--- src/rtl/apu_cmd_sequencer.sv ---
// apu_cmd_sequencer: turns the host's nibble-encoded byte stream into 8-bit
// APU register writes, queues them in a small first-word-fall-through FIFO
// and issues them to the register bus under a valid/ready handshake.
module apu_cmd_sequencer #(
    parameter int DEPTH   = 4,
    parameter int TIMEOUT = 25000
) (
    input  logic       clk,
    input  logic       rst_n,
    input  logic       rx_valid,
    input  logic [7:0] rx_data,
    output logic       wr_valid,
    output logic [3:0] wr_addr,
    output logic [7:0] wr_data,
    input  logic       wr_ready,
    output logic [1:0] bank,
    output logic       overflow,
    output logic       proto_err,
    output logic       busy
);

    localparam int AW = $clog2(DEPTH);
    localparam int CW = AW + 1;
    localparam int TW = $clog2(TIMEOUT + 1);

    localparam logic [0:0] IDLE     = 1'b0;
    localparam logic [0:0] LOW_HELD = 1'b1;

    logic [0:0]    state;
    logic [1:0]    stage_reg;
    logic [3:0]    stage_nib;
    logic [TW-1:0] idle_cnt;

    logic [11:0]   mem [DEPTH];
    logic [AW-1:0] wr_ptr;
    logic [AW-1:0] rd_ptr;
    logic [CW-1:0] count;

    // Byte classification
    logic       is_bank;
    logic       is_nib;
    logic [1:0] nib_reg;
    logic       nib_hi;
    logic [3:0] nib_val;
    logic       push_req;
    logic       hi_err;
    logic       empty;
    logic       full;
    logic       pop;
    logic       push;
    logic       drop;

    assign is_bank  = rx_valid &  rx_data[7];
    assign is_nib   = rx_valid & ~rx_data[7];
    assign nib_reg  = rx_data[6:5];
    assign nib_hi   = rx_data[4];
    assign nib_val  = rx_data[3:0];

    // A high nibble completes a write only if it matches the staged register
    assign push_req = is_nib & nib_hi & (state == LOW_HELD) & (nib_reg == stage_reg);
    assign hi_err   = is_nib & nib_hi & ((state == IDLE) | (nib_reg != stage_reg));

    assign empty = (count == '0);
    assign full  = (count == CW'(DEPTH));
    assign pop   = ~empty & wr_ready;
    // When full, a simultaneous pop frees the slot the push needs
    assign push  = push_req & (~full | pop);
    assign drop  = push_req & full & ~pop;

    // Decoder FSM: stage low nibbles, pair them with high nibbles, time out stale stages
    always_ff @(posedge clk or negedge rst_n) begin
        if (!rst_n) begin
            state     <= IDLE;
            stage_reg <= '0;
            stage_nib <= '0;
            idle_cnt  <= '0;
        end else if (is_bank) begin
            state    <= IDLE;
            idle_cnt <= '0;
        end else if (is_nib) begin
            idle_cnt <= '0;
            if (!nib_hi) begin
                state     <= LOW_HELD;
                stage_reg <= nib_reg;
                stage_nib <= nib_val;
            end else begin
                state <= IDLE;
            end
        end else if (state == LOW_HELD) begin
            if (idle_cnt == TW'(TIMEOUT - 1)) begin
                state    <= IDLE;
                idle_cnt <= '0;
            end else begin
                idle_cnt <= idle_cnt + TW'(1);
            end
        end
    end

    // Bank register and sticky error flags; 0xFC-0xFF also clear the flags
    always_ff @(posedge clk or negedge rst_n) begin
        if (!rst_n) begin
            bank      <= '0;
            overflow  <= 1'b0;
            proto_err <= 1'b0;
        end else if (is_bank) begin
            bank <= rx_data[1:0];
            if (rx_data[6:2] == 5'b11111) begin
                overflow  <= 1'b0;
                proto_err <= 1'b0;
            end
        end else begin
            if (hi_err) proto_err <= 1'b1;
            if (drop)   overflow  <= 1'b1;
        end
    end

    // FIFO storage: one register per entry, bank sampled at the high nibble
    generate
        for (genvar gi = 0; gi < DEPTH; gi++) begin : g_entry
            always_ff @(posedge clk or negedge rst_n) begin
                if (!rst_n) begin
                    mem[gi] <= '0;
                end else if (push && (wr_ptr == AW'(gi))) begin
                    mem[gi] <= {bank, stage_reg, nib_val, stage_nib};
                end
            end
        end
    endgenerate

    // FIFO pointers and occupancy count
    always_ff @(posedge clk or negedge rst_n) begin
        if (!rst_n) begin
            wr_ptr <= '0;
            rd_ptr <= '0;
            count  <= '0;
        end else begin
            if (push) wr_ptr <= wr_ptr + AW'(1);
            if (pop)  rd_ptr <= rd_ptr + AW'(1);
            case ({push, pop})
                2'b10:   count <= count + CW'(1);
                2'b01:   count <= count - CW'(1);
                default: count <= count;
            endcase
        end
    end

    assign wr_valid = ~empty;
    assign wr_addr  = mem[rd_ptr][11:8];
    assign wr_data  = mem[rd_ptr][7:0];
    assign busy     = ~empty | (state == LOW_HELD);

endmodule

--- config.mk ---
export PLATFORM = sky130hd
export DESIGN_NAME = apu_cmd_sequencer
export DESIGN_NICKNAME = d
export VERILOG_FILES = /design/src/rtl/apu_cmd_sequencer.sv
export SDC_FILE = /design/constraint.sdc
export NUM_CORES = 1
export LEC_CHECK = 0
export CORE_MARGIN = 8
export CORE_UTILIZATION = 35
export CTS_CLUSTER_SIZE = 24
export DETAILED_ROUTE_END_ITERATION = 12
export MAX_ROUTING_LAYER = met4
export SYNTH_ARGS = -nofsm -noshare
export SYNTH_HDL_FRONTEND = slang
export SYNTH_SLANG_ARGS = --single-unit
--- constraint.sdc ---
create_clock -name clk -period 2.3 [get_ports clk]
set_input_delay 0.575 -clock clk [delete_from_list [all_inputs] [get_ports clk]]
set_output_delay 0.575 -clock clk [all_outputs]
set_load 0.005 [all_outputs]
==> metrics.sh, run 1 <==
RSZ0062_AT_GRT='yes'
CTS_BUFFERS=9
DIE_H_UM=121
REG.LARGEST.LIST='mem: 48 flops, idle_cnt: 15 flops, stage_nib: 4 flops'
FLOORPLAN.INITIALDENSITY_PCT=35.6
NUMBER_OF_PORT_BUFFERS=29
SYNTHDOMINANTCELLAREASHARE_PCT=52.9
WORST_SLACK_PS=-17.0
PLACER_S_FINAL_ROUTABILITY_CONGESTION_ESTIMATE=0.833
NUM_VIAS=2598
GRT_START_MAX_NET_PINS=44
WORST_EP_REQUIRED_TIME_PS=1730
CRITPATHMAXSTAGEDELAY_PS=480
GR-MAX-USAGE-LAYER='met2'
MAX_FREQ_GHz=0.432
POST_SYN_INSTANCES=291
STATIC-LEAKAGE-POWER_nW=2.23
SYNTH.YOSYS.WARNINGS=0
FIN_NETS=374
HTREE_LEVELS=3
POST-SYNTH-TOP-AREA-CELL='dfrtp_1'
REGMOSTFLOPS='mem'
HPWL_MM=5.75
VIOLATIONS='negative setup slack'
CRITICAL_PATH.REG2REG.STARTPOINT='count[1]'
SYNTH.LIB_CELLS_USED.DISTINCT=44
FINAL.SETUP_SKEW_PS=6.08
POSTROUTEANTENNANETS=0
LARGEST_REG_FLOPS=48
ASYNC_RESET_FF_SHARE_PCT=100
IOS=30
NUMBER_OF_ENABLE_TYPE_REGISTER_CELLS_IN_THE_SYNTHESIZED_NETLIST=0
FINALMAXSLEWVIOLATIONS=0
REGTOREGENDPOINT='count[1]'
MAXIMUM_FANOUT_ENCOUNTERED_ON_THE_CRITICAL_TIMING_PATH=4
WORSTPATHARRIVAL_PS=1740
DIE_X_UM=121
GR-USAGE-MET3_PCT=3.40
PATH_TYPE_OF_THE_WORST_SETUP_PATH='register to primary output'
SYNTH_SEQUENTIAL_AREA_RATIO_PCT=52.9
DRIVE_GT1_SHARE_PCT=38.6
CLKSLEWWORSTSETUPHOLDPATHS_PS=80
SYNTH_TOP_CELLS_BY_AREA='dfrtp_1 53%, mux2_2 17%, mux4_2 7.1%'
POWER-PER-CELL-AREA_nW_PER_UM2=810
SYN_NETS=309
DRC_ERRORS=0
CORE_AREA_UM2=10700
OUTCOME='complete, but fails checks'
POST-SYNTH-TOP-COUNT-CELL='dfrtp_1'
FILLER_CELL_COUNT=1017
ENDPOINT_KIND='primary output'
GRTUSAGETOTAL_PCT=12.8
CRIT_PATH_END='wr_data[5]'
WORST_R2R_PATH_DEPTH=6
FINALCRITPERIODSHARE_PCT=101
FF2FF_SETUP_SLACK_PS=190
SYNTH_TOP_CELLS_BY_COUNT='81 x dfrtp_1, 57 x mux2_2, 14 x nand2_1'
ROUTED_VIAS_INST=5.20
DRTPASS1ITERATIONS=4
CTSLONGESTPATHBUFFERS=2
FP-ROW-COUNT=38
AVGROUTEDWIREPERCELL_UM=16.8
HOLD_VIOLATIONS=0
DRT_ITER0_DRC=151
FIN_CELLS=500
ANTENNA-DIODE-COUNT=0
CRITICAL_PATH.CELL_CHAIN='buf_6 -> buf_6 -> buf_6 -> mux4_2 -> buf_2'
CRITICAL_PATH_DEPTH=5
WORSTSETUPSTARTPOINTTYPE='register'
GRT_PASS1_VIAS=2645
CTS_SINKS=81
ANTENNA_FOUND_INITIAL=0
HOLD_PATH_CLASS='input pin to async pin'
GRT_FIRST_PASS_WIRELENGTH_MM=14.1
DPL_WORST_SLACK_PS=-197
HOLDWS_PS=217
YS_DOMINANT_REG_CELL='dfrtp_1'
WORST_PATH_MOST_REPEATED_CELL='buf_6'
USE_MET2_PCT=19.1
SYN-CELL-AREA_UM2=3830
CTSROOTBUFFERMASTER='clkbuf_8'
SLEW_HEADROOM_PCT=61.5
GRT_UTIL_MET1_PCT=16.1
PEAKVDDDROP_mV=0.296
SETUP.WORST_PATH.START='rd_ptr[0]'
TIMING.MAX_CAP.VIOLATIONS=0
CPLARGESTDELAYFAMILY='buffers and inverters'
CRIT_PATH_TOP_DELAY_CELL='mux4_2'
SYNTH.AVG_CELL_AREA_UM2=13.2
POST-PLACE-CELLS=476
SETUP_VIOL_COUNT_FINAL=2
SYNTHTOLAYOUTAREAGROWTH_PCT=25.6
POSTSYNTHREGISTERBITS=81
WORST_SKEW_PAIR.LATE_LATENCY_PS=360
WORSTMARGINPINSLEW_PS=578
GLOBAL_ROUTE.OVERFLOW_TOTAL=0
TRITONCTS_CLOCK_TREE='done'
POSTROUTEWIRELENGTH_MM=8.40
TOTAL_DIE_AREA_UM2=14500
WORST-PATH-BUF-INV=4
TIMING.FINAL.CRIT_PERIOD_PS=2320
-- kinds of logic (layout without fill, tap and decap cells) --
family | Yosys count | count (layout) | synth area share [%]
and+or+nand+nor | 64 | 64 | 9.21
buffers and inverters | 22 | 91 | 2.58
DFF | 81 | 81 | 52.9
muxes | 72 | 72 | 24.6
AOI/OAI and AO/OA | 39 | 39 | 6.89
xor gates and xnor gates | 7 | 7 | 1.60
adders and majority gates | 6 | 6 | 2.16
-- layout by cell type (no fill, tap or decap), types with 3 or more instances in the layout --
cell type,n
ha_1,5
a21oi_1,11
a31oi_1,9
buf_6,10
nand2_1,14
mux2_2,57
clkdlybuf4s15_1,3
xnor2_1,7
mux4_2,12
dfrtp_1,81
nand4_1,7
a22o_1,4
nor2_1,11
clkbuf_8,11
clkbuf_2,3
buf_4,27
o21ai_0,4
clkdlybuf4s50_1,15
buf_12,7
a41oi_1,3
buf_2,4
nor4_1,4
nand3_1,8
inv_1,7
and4_1,3
-- timing repair --
item / in CTS / in global routing
setup endpoints to repair: 13 / 13
setup buffers: 9 / 1
cloned: 0 / 0
pin swaps: 0 / 1
hold buffers: 0 / 0
gates resized for setup: 45 / 10
-- worst min path at each step --
stage	startpoint	to	slack, ps	cells past startpoint
6_report	rst_n	mem[19]	220	1
5_1_grt	rst_n	mem[19]	250	1
4_1_cts	rst_n	mem[19]	220	1
3_5_place_dp	mem[11]	mem[11]	490	1
3_3_place_gp	mem[11]	mem[11]	470	1
2_1_floorplan	rst_n	bank[0]	280	0
-- where the power goes --
part / internal, mW / leakage (nW) / switching [mW] / total [mW]
Sequential: 1.58 / 1.09 / 0.123 / 1.71
Combinational: 0.656 / 1.04 / 0.447 / 1.10
Clock: 0.557 / 0.102 / 0.529 / 1.09
-- per-stage QoR --
step	setup TNS (ps)	instance area, um2	util, %	power (mW)
6_report	-22.0	4810	44.8	3.89
5_1_grt	-300	4810	44.8	4.11
4_1_cts	-176	4810	44.7	3.93
3_5_place_dp	-5610	4540	42.3	2.68
3_3_place_gp	-4820	4540	42.3	2.65
2_1_floorplan	0	3830	-	2.23
-- worst register-to-register path: cells and delay by family (launching register included) --
kind | cells | cell delay, ps
DFF | 1 | 390
AOI/OAI and AO/OA | 1 | 350
buffers and inverters | 3 | 450
muxes | 1 | 250
and+or+nand+nor | 1 | 590
-- layout make-up --
| type | instances | area, um2 | area share [%] |
|---|---|---|---|
| clock buffer | 11 | 151 | 3.15 |
| multi-input combinational | 188 | 1710 | 35.5 |
| timing repair buffer | 69 | 671 | 13.9 |
| inverter | 7 | 26.3 | 0.546 |
| tap | 140 | 175 | 3.64 |
| clock inverter | 4 | 51.3 | 1.07 |
| sequential | 81 | 2030 | 42.1 |
-- per-layer routing --
layer  up-vias  routed length, um
li1       1212                  -
met1      1344               3870
met2        35               4070
met3         7                347
met4         0                108
met5         -                  0
(Power assumes the default switching activity.)
==> run 2: changes to the inputs <==
--- a/config.mk
+++ b/config.mk
@@ -10,6 +10,7 @@
 export CTS_CLUSTER_SIZE = 24
 export DETAILED_ROUTE_END_ITERATION = 12
 export MAX_ROUTING_LAYER = met4
+export SKIP_CTS_REPAIR_TIMING = 1
 export SYNTH_ARGS = -nofsm -noshare
 export SYNTH_HDL_FRONTEND = slang
 export SYNTH_SLANG_ARGS = --single-unit
==> metrics.sh, run 2 (synthesis gave the netlist of run 1 again) <==
GRT_PASS1_VIAS=2589  # was 2645
CPLARGESTDELAYFAMILY='buffers and inverters'  # unchanged
TIMING.FINAL.CRIT_PERIOD_PS=2300  # was 2320 ps
ANTENNA_FOUND_INITIAL=0  # unchanged
CORE_AREA_UM2=10700  # unchanged
FP-ROW-COUNT=38  # unchanged
FINALMAXSLEWVIOLATIONS=0  # unchanged
MOST-COMMON-LAYOUT-CELLS='80 x dfrtp_1, 57 x mux2_2, 28 x buf_4, 15 x clkdlybuf4s50_1, 14 x nand2_1'  # was 81 x dfrtp_1, 57 x mux2_2, 27 x buf_4, 15 x clkdlybuf4s50_1, 14 x nand2_1
GRTUSAGETOTAL_PCT=12.6  # was 12.8%
ANTENNA-DIODE-COUNT=0  # unchanged
PATH_TYPE_OF_THE_WORST_SETUP_PATH='register to primary output'  # unchanged
CRITPATHMAXSTAGEDELAY_PS=450  # was 480 ps
OUTCOME='finished clean'  # was complete, but fails checks
NUM_VIAS=2581  # was 2598
WORST_SKEW_PAIR.LATE_LATENCY_PS=360  # about the same
WORST_PATH_MOST_REPEATED_CELL='buf_6'  # unchanged
GLOBAL_ROUTE.OVERFLOW_TOTAL=0  # unchanged
HOLD_VIOLATIONS=0  # unchanged
WORSTSETUPSTARTPOINTTYPE='register'  # unchanged
POSTROUTEANTENNANETS=0  # unchanged
POSTROUTEWIRELENGTH_MM=8.37  # was 8.40 mm
FINAL_COMMON_CELL='dfrtp_1'  # unchanged
ENDPOINT_KIND='primary output'  # unchanged
WORSTPATHARRIVAL_PS=1720  # was 1740 ps
DRC_ERRORS=0  # unchanged
SLEW_HEADROOM_PCT=61.7  # was 61.5%
STATIC-LEAKAGE-POWER_nW=2.33  # was 2.23 nW
AVGROUTEDWIREPERCELL_UM=16.8  # about the same
FILLER_CELL_COUNT=1018  # was 1017
PLACER_S_FINAL_ROUTABILITY_CONGESTION_ESTIMATE=0.833  # unchanged
POWER-PER-CELL-AREA_nW_PER_UM2=798  # was 810 nW/um2
FINAL.SETUP_SKEW_PS=7.17  # was 6.08 ps
GRT_FIRST_PASS_WIRELENGTH_MM=13.9  # was 14.1 mm
CTSROOTBUFFERMASTER='clkbuf_8'  # unchanged
TOTAL_DIE_AREA_UM2=14500  # unchanged
HPWL_MM=5.75  # unchanged
FINALCRITPERIODSHARE_PCT=100  # was 101%
SYNTHTOLAYOUTAREAGROWTH_PCT=25.9  # was 25.6%
REGMOSTFLOPS='mem'  # unchanged
PLACEMENT_STAGE_CELL_AREA_UM2=4540  # unchanged
DRT_ITER0_DRC=142  # was 151
MULTIINPUTGATEAREA_UM2=1710  # unchanged
WORST_SLACK_PS=0.441  # was -17.0 ps
WORSTMARGINPINSLEW_PS=575  # was 578 ps
TRITONCTS_CLOCK_TREE='done'  # unchanged
DRIVE_GT1_SHARE_PCT=37.0  # was 38.6%
GRT_START_MAX_NET_PINS=44  # unchanged
HTREE_LEVELS=3  # unchanged
RSZ0062_AT_GRT='yes'  # unchanged
DRTPASS1ITERATIONS=4  # unchanged
HOLDWS_PS=214  # was 217 ps
CTS_SINKS=81  # unchanged
CTS_BUFFERS=9  # unchanged
CRITICAL_PATH.CELL_CHAIN='buf_6 -> buf_6 -> buf_4 -> mux4_2 -> clkbuf_2'  # was buf_6 -> buf_6 -> buf_6 -> mux4_2 -> buf_2
REG.LARGEST.LIST='mem: 48 flops, idle_cnt: 15 flops, stage_nib: 4 flops'  # unchanged
CRIT_PATH_TOP_DELAY_CELL='dfrtp_2'  # was mux4_2
CLKSLEWWORSTSETUPHOLDPATHS_PS=80  # about the same
FINALPOWER_mW=3.85  # was 3.89 mW
TIMING.MAX_CAP.VIOLATIONS=0  # unchanged
FINAL_DESIGN_AREA_NO_FILL_UM2=4820  # was 4810 um2
FLOORPLAN.INITIALDENSITY_PCT=35.6  # unchanged
REGAREA_UM2=2030  # about the same
CRITICAL_PATH_DEPTH=5  # unchanged
NUMBER_OF_PORT_BUFFERS=29  # unchanged
POSTLAYOUTCOREUTIL_PCT=44.9  # was 44.8%
CTSLONGESTPATHBUFFERS=2  # unchanged
WORST_EP_REQUIRED_TIME_PS=1730  # about the same
IOS=30  # unchanged
WORST_R2R_PATH_DEPTH=5  # was 6
DIE_X_UM=121  # unchanged
DPL_WORST_SLACK_PS=-197  # unchanged
SETUP_VIOL_COUNT_FINAL=0  # was 2
FIN_NETS=371  # was 374
HOLD_PATH_CLASS='input pin to async pin'  # unchanged
DIE_H_UM=121  # unchanged
PEAKVDDDROP_mV=0.341  # was 0.296 mV
WORST-PATH-BUF-INV=4  # unchanged
LARGEST_REG_FLOPS=48  # unchanged
MAXIMUM_FANOUT_ENCOUNTERED_ON_THE_CRITICAL_TIMING_PATH=5  # was 4
ROUTED_VIAS_INST=5.19  # was 5.20
MAX_FREQ_GHz=0.435  # was 0.432 GHz
[run 2: cell count changes in the layout (fill, tap and decap cells not counted), sizes merged]
cell,change
clkbuf,+2
buf,-10
dlymetal6s2s,+8
clkdlybuf4s15,-3
[run 2: final cells by class]
type / count / area share [%]
sequential: 81 / 42.1
multi-input combinational: 188 / 35.5
timing repair buffer: 66 / 14.1
tap: 140 / 3.63
clock buffer: 11 / 3.14
clock inverter: 4 / 1.06
inverter: 7 / 0.545
[run 2: power breakdown]
part,internal [mW],switching (mW)
sequential,1.58,0.142
combinational,0.627,0.412
clock,0.557,0.527
[run 2: stage by stage]
step,std cells,TNS [ps]
finish,497,0
global route,497,-289
CTS,491,-2880
detailed placement,476,-5610
global placement,476,-4820
floorplan,291,0
[run 2: worst paths after layout]
kind,end,slack (ps),from
worst min-delay path,mem[19],210,rst_n
min in group clk,mem[11],500,mem[11]
worst max-delay path,wr_data[5],0.4,rd_ptr[0]
worst min register to register,mem[11],500,mem[11]
worst max register to register,idle_cnt[13],190,idle_cnt[10]
max in group asynchronous,mem[41],1440,rst_n
[run 2: per-layer routing]
| layer | routed length (um) | up-vias | global-route usage, % |
|---|---|---|---|
| met4 | 143 | 0 | 5.54 |
| met2 | 3950 | 28 | 18.4 |
| met1 | 3990 | 1327 | 16.2 |
| met5 | 0 | - | - |
| met3 | 284 | 14 | 3.26 |
| li1 | - | 1212 | - |
